--- src/rtl/flop_pipe_sched.sv ---
// Round-robin two-requester entrance to a DEPTH-stage valid/tag/data flop chain.
// Latency: accepted at edge k, out_valid after edge k+DEPTH-1; ready is combinational.
// Backpressure: out_valid && !out_ready freezes every stage (bubbles included) and drops both readies.
module flop_pipe_sched #(
    parameter int WIDTH = 8,
    parameter int DEPTH = 3
) (
    input  logic                       clk,
    input  logic                       rst_n,
    input  logic                       flush,
    input  logic                       req0_valid,
    input  logic [WIDTH-1:0]           req0_data,
    output logic                       req0_ready,
    input  logic                       req1_valid,
    input  logic [WIDTH-1:0]           req1_data,
    output logic                       req1_ready,
    output logic                       out_valid,
    output logic [WIDTH-1:0]           out_data,
    output logic                       out_src,
    input  logic                       out_ready,
    output logic [$clog2(DEPTH+1)-1:0] occupancy
);

    localparam int OW = $clog2(DEPTH+1);

    logic [DEPTH-1:0]            stg_vld;
    logic [DEPTH-1:0][WIDTH-1:0] stg_dat;
    logic [DEPTH-1:0]            stg_src;
    logic                        rr_last;
    logic [OW-1:0]               occ;

    logic             advance;
    logic             accept_ok;
    logic             grant0;
    logic             grant1;
    logic             take;
    logic             leave;
    logic [WIDTH-1:0] in_dat;

    always_comb begin
        advance   = !(stg_vld[DEPTH-1] && !out_ready);
        // On contention the requester that did not win last time is served
        grant0    = req0_valid && (!req1_valid || rr_last);
        grant1    = req1_valid && (!req0_valid || !rr_last);
        accept_ok = advance && !flush && rst_n;
        req0_ready = grant0 && accept_ok;
        req1_ready = grant1 && accept_ok;
        take      = req0_ready || req1_ready;
        in_dat    = req1_ready ? req1_data : req0_data;
        leave     = stg_vld[DEPTH-1];
    end

    always_ff @(posedge clk) begin
        if (!rst_n) begin
            stg_vld <= '0;
            stg_dat <= '0;
            stg_src <= '0;
            rr_last <= 1'b1;
            occ     <= '0;
        end else if (flush) begin
            // Payload and tags are left stale; only validity matters after a flush
            stg_vld <= '0;
            occ     <= '0;
        end else if (advance) begin
            stg_vld <= {stg_vld[DEPTH-2:0], take};
            stg_dat <= {stg_dat[DEPTH-2:0], in_dat};
            stg_src <= {stg_src[DEPTH-2:0], req1_ready};
            occ     <= occ + OW'(take) - OW'(leave);
            if (take) begin
                rr_last <= req1_ready;
            end
        end
    end

    assign out_valid = stg_vld[DEPTH-1];
    assign out_data  = stg_dat[DEPTH-1];
    assign out_src   = stg_src[DEPTH-1];
    assign occupancy = occ;

endmodule

--- config.mk ---
export PLATFORM = sky130hd
export DESIGN_NAME = flop_pipe_sched
export DESIGN_NICKNAME = d
export VERILOG_FILES = /design/src/rtl/flop_pipe_sched.sv
export SDC_FILE = /design/constraint.sdc
export NUM_CORES = 1
export LEC_CHECK = 0
export CORE_MARGIN = 2
export CORE_UTILIZATION = 48
export CTS_CLUSTER_SIZE = 25
export DETAILED_ROUTE_END_ITERATION = 8
export PLACE_DENSITY = 0.85
export SETUP_SLACK_MARGIN = 0.3
export SLEW_MARGIN = 20
export SYNTH_ARGS = -nofsm -noshare
export SYNTH_HDL_FRONTEND = slang
export SYNTH_SLANG_ARGS = --single-unit
--- constraint.sdc ---
create_clock -name clk -period 2.4 [get_ports clk]
set_clock_uncertainty 0.2 [all_clocks]
set_input_delay 0.6 -clock clk [delete_from_list [all_inputs] [get_ports clk]]
set_output_delay 0.6 -clock clk [all_outputs]
set_load 0.05 [all_outputs]
==> reports/qor.json <==
{
  "run_status": "finished with violations",
  "endpoint_kind": "primary output",
  "clock_latency_ns": 0.33,
  "maxCapViolCount": 0,
  "largest_net_degree_at_the_start_of_global_routing": 35,
  "avgViaCountPerCell": 5.417,
  "yosys.cell_count.top_type": "sky130_fd_sc_hd__nand2_1",
  "first_global_vias": 1258,
  "synth-async-reset-ratio_pct": 0,
  "synth_top_cell_area_share_pct": 45.75,
  "clk_pin_slew_ns": 0.10,
  "number_of_register_bits_inferred_by_synthesis": 33,
  "multi_input_area_um2": 700.7,
  "final-setup-viol-count": 0,
  "syn_area_cell_um2": 8.646,
  "critical-path-max-stage-delay_ns": 0.19,
  "min-delay-path-class": "flip-flop to flip-flop",
  "htreeDepth": 2,
  "placement.cell_area_um2": 1813,
  "criticalPathCategory": "primary input to primary output",
  "post-route-min-period_ns": 2.099,
  "timing.critical_path.from_type": "primary input",
  "io_buffer_count": 35,
  "stdcell_area_um2": 1927,
  "static-leakage-power_uw": 0.0008461,
  "fin_cells": 235,
  "wl_per_cell_um": 13.60,
  "cp.arrival_ns": 1.30,
  "maxSlewHeadroom_pct": 56.03,
  "clock_sinks": 33,
  "die_height_um": 58.85,
  "report.final.slew_viol_count": 0,
  "ant_nets": 0,
  "number_of_clock_buffers_inserted_by_tritoncts": 5,
  "synth_fp_nets": 190,
  "netlist-cell-type-count": 28,
  "cts_tree": "yes",
  "routed-via-count": 1273,
  "path_buf_inv": 2,
  "tightestPinTransition_ns": 0.6580,
  "placed_cells_incl_taps": 225,
  "launch_instance_of_the_worst_min_delay_path": "stg_dat[6]",
  "grt_antenna_before_repair": 0,
  "fp-row-count": 19,
  "grt_first_pass_wirelength_mm": 5.250,
  "syn-instance-count": 167,
  "global_route.peak_usage_layer": "met2",
  "total_power_uw": 1172,
  "slowest_stage": "sky130_fd_sc_hd__nor2b_4",
  "worstPathRequired_ns": 1.60,
  "fillers": 214,
  "floorplan.initialDensity_pct": 51.47,
  "synth-main-ff-cell": "sky130_fd_sc_hd__dfxtp_1",
  "netlist_top_cells_area": "sky130_fd_sc_hd__dfxtp_1 46%, sky130_fd_sc_hd__nand2_1 11%, sky130_fd_sc_hd__a21boi_1 9.9%",
  "r2r_cells": 9,
  "yosysTopAreaCell": "sky130_fd_sc_hd__dfxtp_1",
  "finalWirelength_mm": 3.197,
  "crit_path_max_fanout": 3,
  "use_met1_pct": 20.97,
  "seqCellArea_um2": 661.9,
  "rsz0062_at_grt": "true",
  "synth_edf_count": 0,
  "vdd_ir_drop_max_uv": 496.0,
  "ys_seq_area_share_pct": 45.75,
  "power.density_cell_area_nw_per_um2": 608.4,
  "max-clock-path-buffers": 2,
  "finish.net_count": 226,
  "gr-usage-met3_pct": 4.176,
  "rr_endpoint": "occupancy[1]",
  "post_route_cells_drive_above_1_share_pct": 19.12,
  "synth_top_cells_by_count": "44 x sky130_fd_sc_hd__nand2_1, 33 x sky130_fd_sc_hd__dfxtp_1, 19 x sky130_fd_sc_hd__a21boi_1",
  "floorplan.die_area_um2": 3463,
  "cp_cell_sequence": "buf_6 > nor2b_4 > nand3_4 > a21oi_4 > buf_12",
  "worst_path_dominant_cell_family": "simple AND/OR/NAND/NOR gates",
  "post_cts_hold_buffer_count": 0,
  "cts-root-buf": "sky130_fd_sc_hd__clkbuf_4",
  "dp_hpwl_mm": 2.292,
  "insertedDiodeCount": 0,
  "ff2ff_setup_slack_ns": 0.41,
  "period_share_pct": 87.48,
  "synth.cell_area_um2": 1444,
  "drc": 2,
  "yosys_warnings": 0,
  "grt-ovfl-total": 0,
  "finalWeightedCongestion": 0.7245,
  "max_freq_mhz": 476.3,
  "drt_iter0_drc": 48,
  "layout_overhead_on_the_synthesized_area_pct": 33.45,
  "worstHoldEndpoint": "stg_dat[14]",
  "whs_path_depth": 2,
  "whs_ns": 0.2524,
  "gr-usage-all-layers_pct": 20.27,
  "tritonroute_pass_1_iters": 6,
  "top_level_ports": 36,
  "report.final.hold_viol_count": 0,
  "grt_use_met2_pct": 38.41,
  "timing.rr.start": "stg_vld[2]",
  "dieWidth_um": 58.85,
  "core-area_um2": 2805,
  "failed_checks": "design-rule violations"
}
==> where the power goes <==
group | internal, uW | switching (uW)
logic | 75.7 | 78.6
clock network | 249 | 187
registers | 570 | 12.3
==> cell families (layout without fill, tap and decap cells) <==
logic type                 count (synthesis)  in the layout  share of synthesized area (%)
buffers and inverters                     21             58                          9.618
DFF                                       33             33                          45.75
adders and majority gates                  1              1                         0.8664
muxes                                      8              8                          5.546
xor gates and xnor gates                   1              1                         0.6067
and+or+nand+nor                           60             60                          18.54
AOI/OAI and AO/OA                         43             43                          19.07
==> routing by layer <==
metal	vias up	share of wire (%)
met3	9	5.2
li1	622	-
met2	39	57
met1	603	36
met5	-	0
met4	0	1.9
==> state kept, by name (all words and copies together) (netlist names) <==
register,cells
stg_src,3
out_data,8
stg_vld,3
rr_last,1
stg_dat,16
occupancy,2
==> metrics by stage <==
step / setup WS, ns / TNS (ns) / util [%]
6_report: 0.3006 / 0 / 68.69
4_1_cts: 0.2215 / 0 / 68.73
3_3_place_gp: -0.2040 / -0.5126 / 64.63
3_5_place_dp: -0.3873 / -1.007 / 64.63
2_1_floorplan: 0.3060 / 0 / -
5_1_grt: 0.2866 / 0 / 68.69
==> worst register-to-register path, stage by stage (launching register included) <==
cell                       delay (ns)
sky130_fd_sc_hd__dfxtp_2         0.43
sky130_fd_sc_hd__nand2b_4        0.10
sky130_fd_sc_hd__buf_4           0.15
sky130_fd_sc_hd__nand2_1         0.08
sky130_fd_sc_hd__nor2_1          0.06
sky130_fd_sc_hd__xor2_1          0.14
sky130_fd_sc_hd__ha_2            0.20
sky130_fd_sc_hd__nand4b_1        0.20
sky130_fd_sc_hd__a31o_1          0.22
sky130_fd_sc_hd__a21oi_2         0.15
==> layout make-up <==
type / count / share of cell area [%]
clock inverter: 1 / 1.558
timing repair buffer: 47 / 22.27
multi-input combinational: 113 / 36.36
tap: 31 / 2.013
sequential: 33 / 34.35
inverter: 3 / 0.5844
clock buffer: 7 / 2.857
==> cells in the final DEF (no fill, tap or decap), types with 2 or more instances in the layout <==
cell type	Yosys	layout
sky130_fd_sc_hd__buf_6	3	2
sky130_fd_sc_hd__nand2_1	44	43
sky130_fd_sc_hd__o21ai_0	4	4
sky130_fd_sc_hd__nor2_1	5	5
sky130_fd_sc_hd__a21oi_1	12	10
sky130_fd_sc_hd__nand2b_1	4	3
sky130_fd_sc_hd__clkdlybuf4s50_1	0	16
sky130_fd_sc_hd__buf_12	0	2
sky130_fd_sc_hd__clkbuf_2	0	3
sky130_fd_sc_hd__clkbuf_4	0	5
sky130_fd_sc_hd__mux2i_1	8	8
sky130_fd_sc_hd__inv_1	2	2
sky130_fd_sc_hd__a21boi_1	19	19
sky130_fd_sc_hd__o21ai_1	4	4
sky130_fd_sc_hd__dfxtp_1	33	32
sky130_fd_sc_hd__buf_4	9	12
sky130_fd_sc_hd__dlygate4sd2_1	0	11
==> how the worst max path moves through the flow <==
stage,slack (ns),start,depth (start not counted),to
2_1_floorplan,0.31,rst_n,3,req0_ready
3_3_place_gp,-0.20,rst_n,9,occupancy[1]
3_5_place_dp,-0.39,rst_n,9,occupancy[1]
4_1_cts,0.22,req1_valid,4,req0_ready
5_1_grt,0.29,rst_n,5,req0_ready
6_report,0.30,flush,5,req0_ready
==> repair_timing <==
item | CTS | global route
endpoints found under the setup margin | 16 | 4
pin swaps | 2 | 3
resized for setup | 34 | 10
setup buffers | 2 | 0
Power figures use the tool's default switching activity.
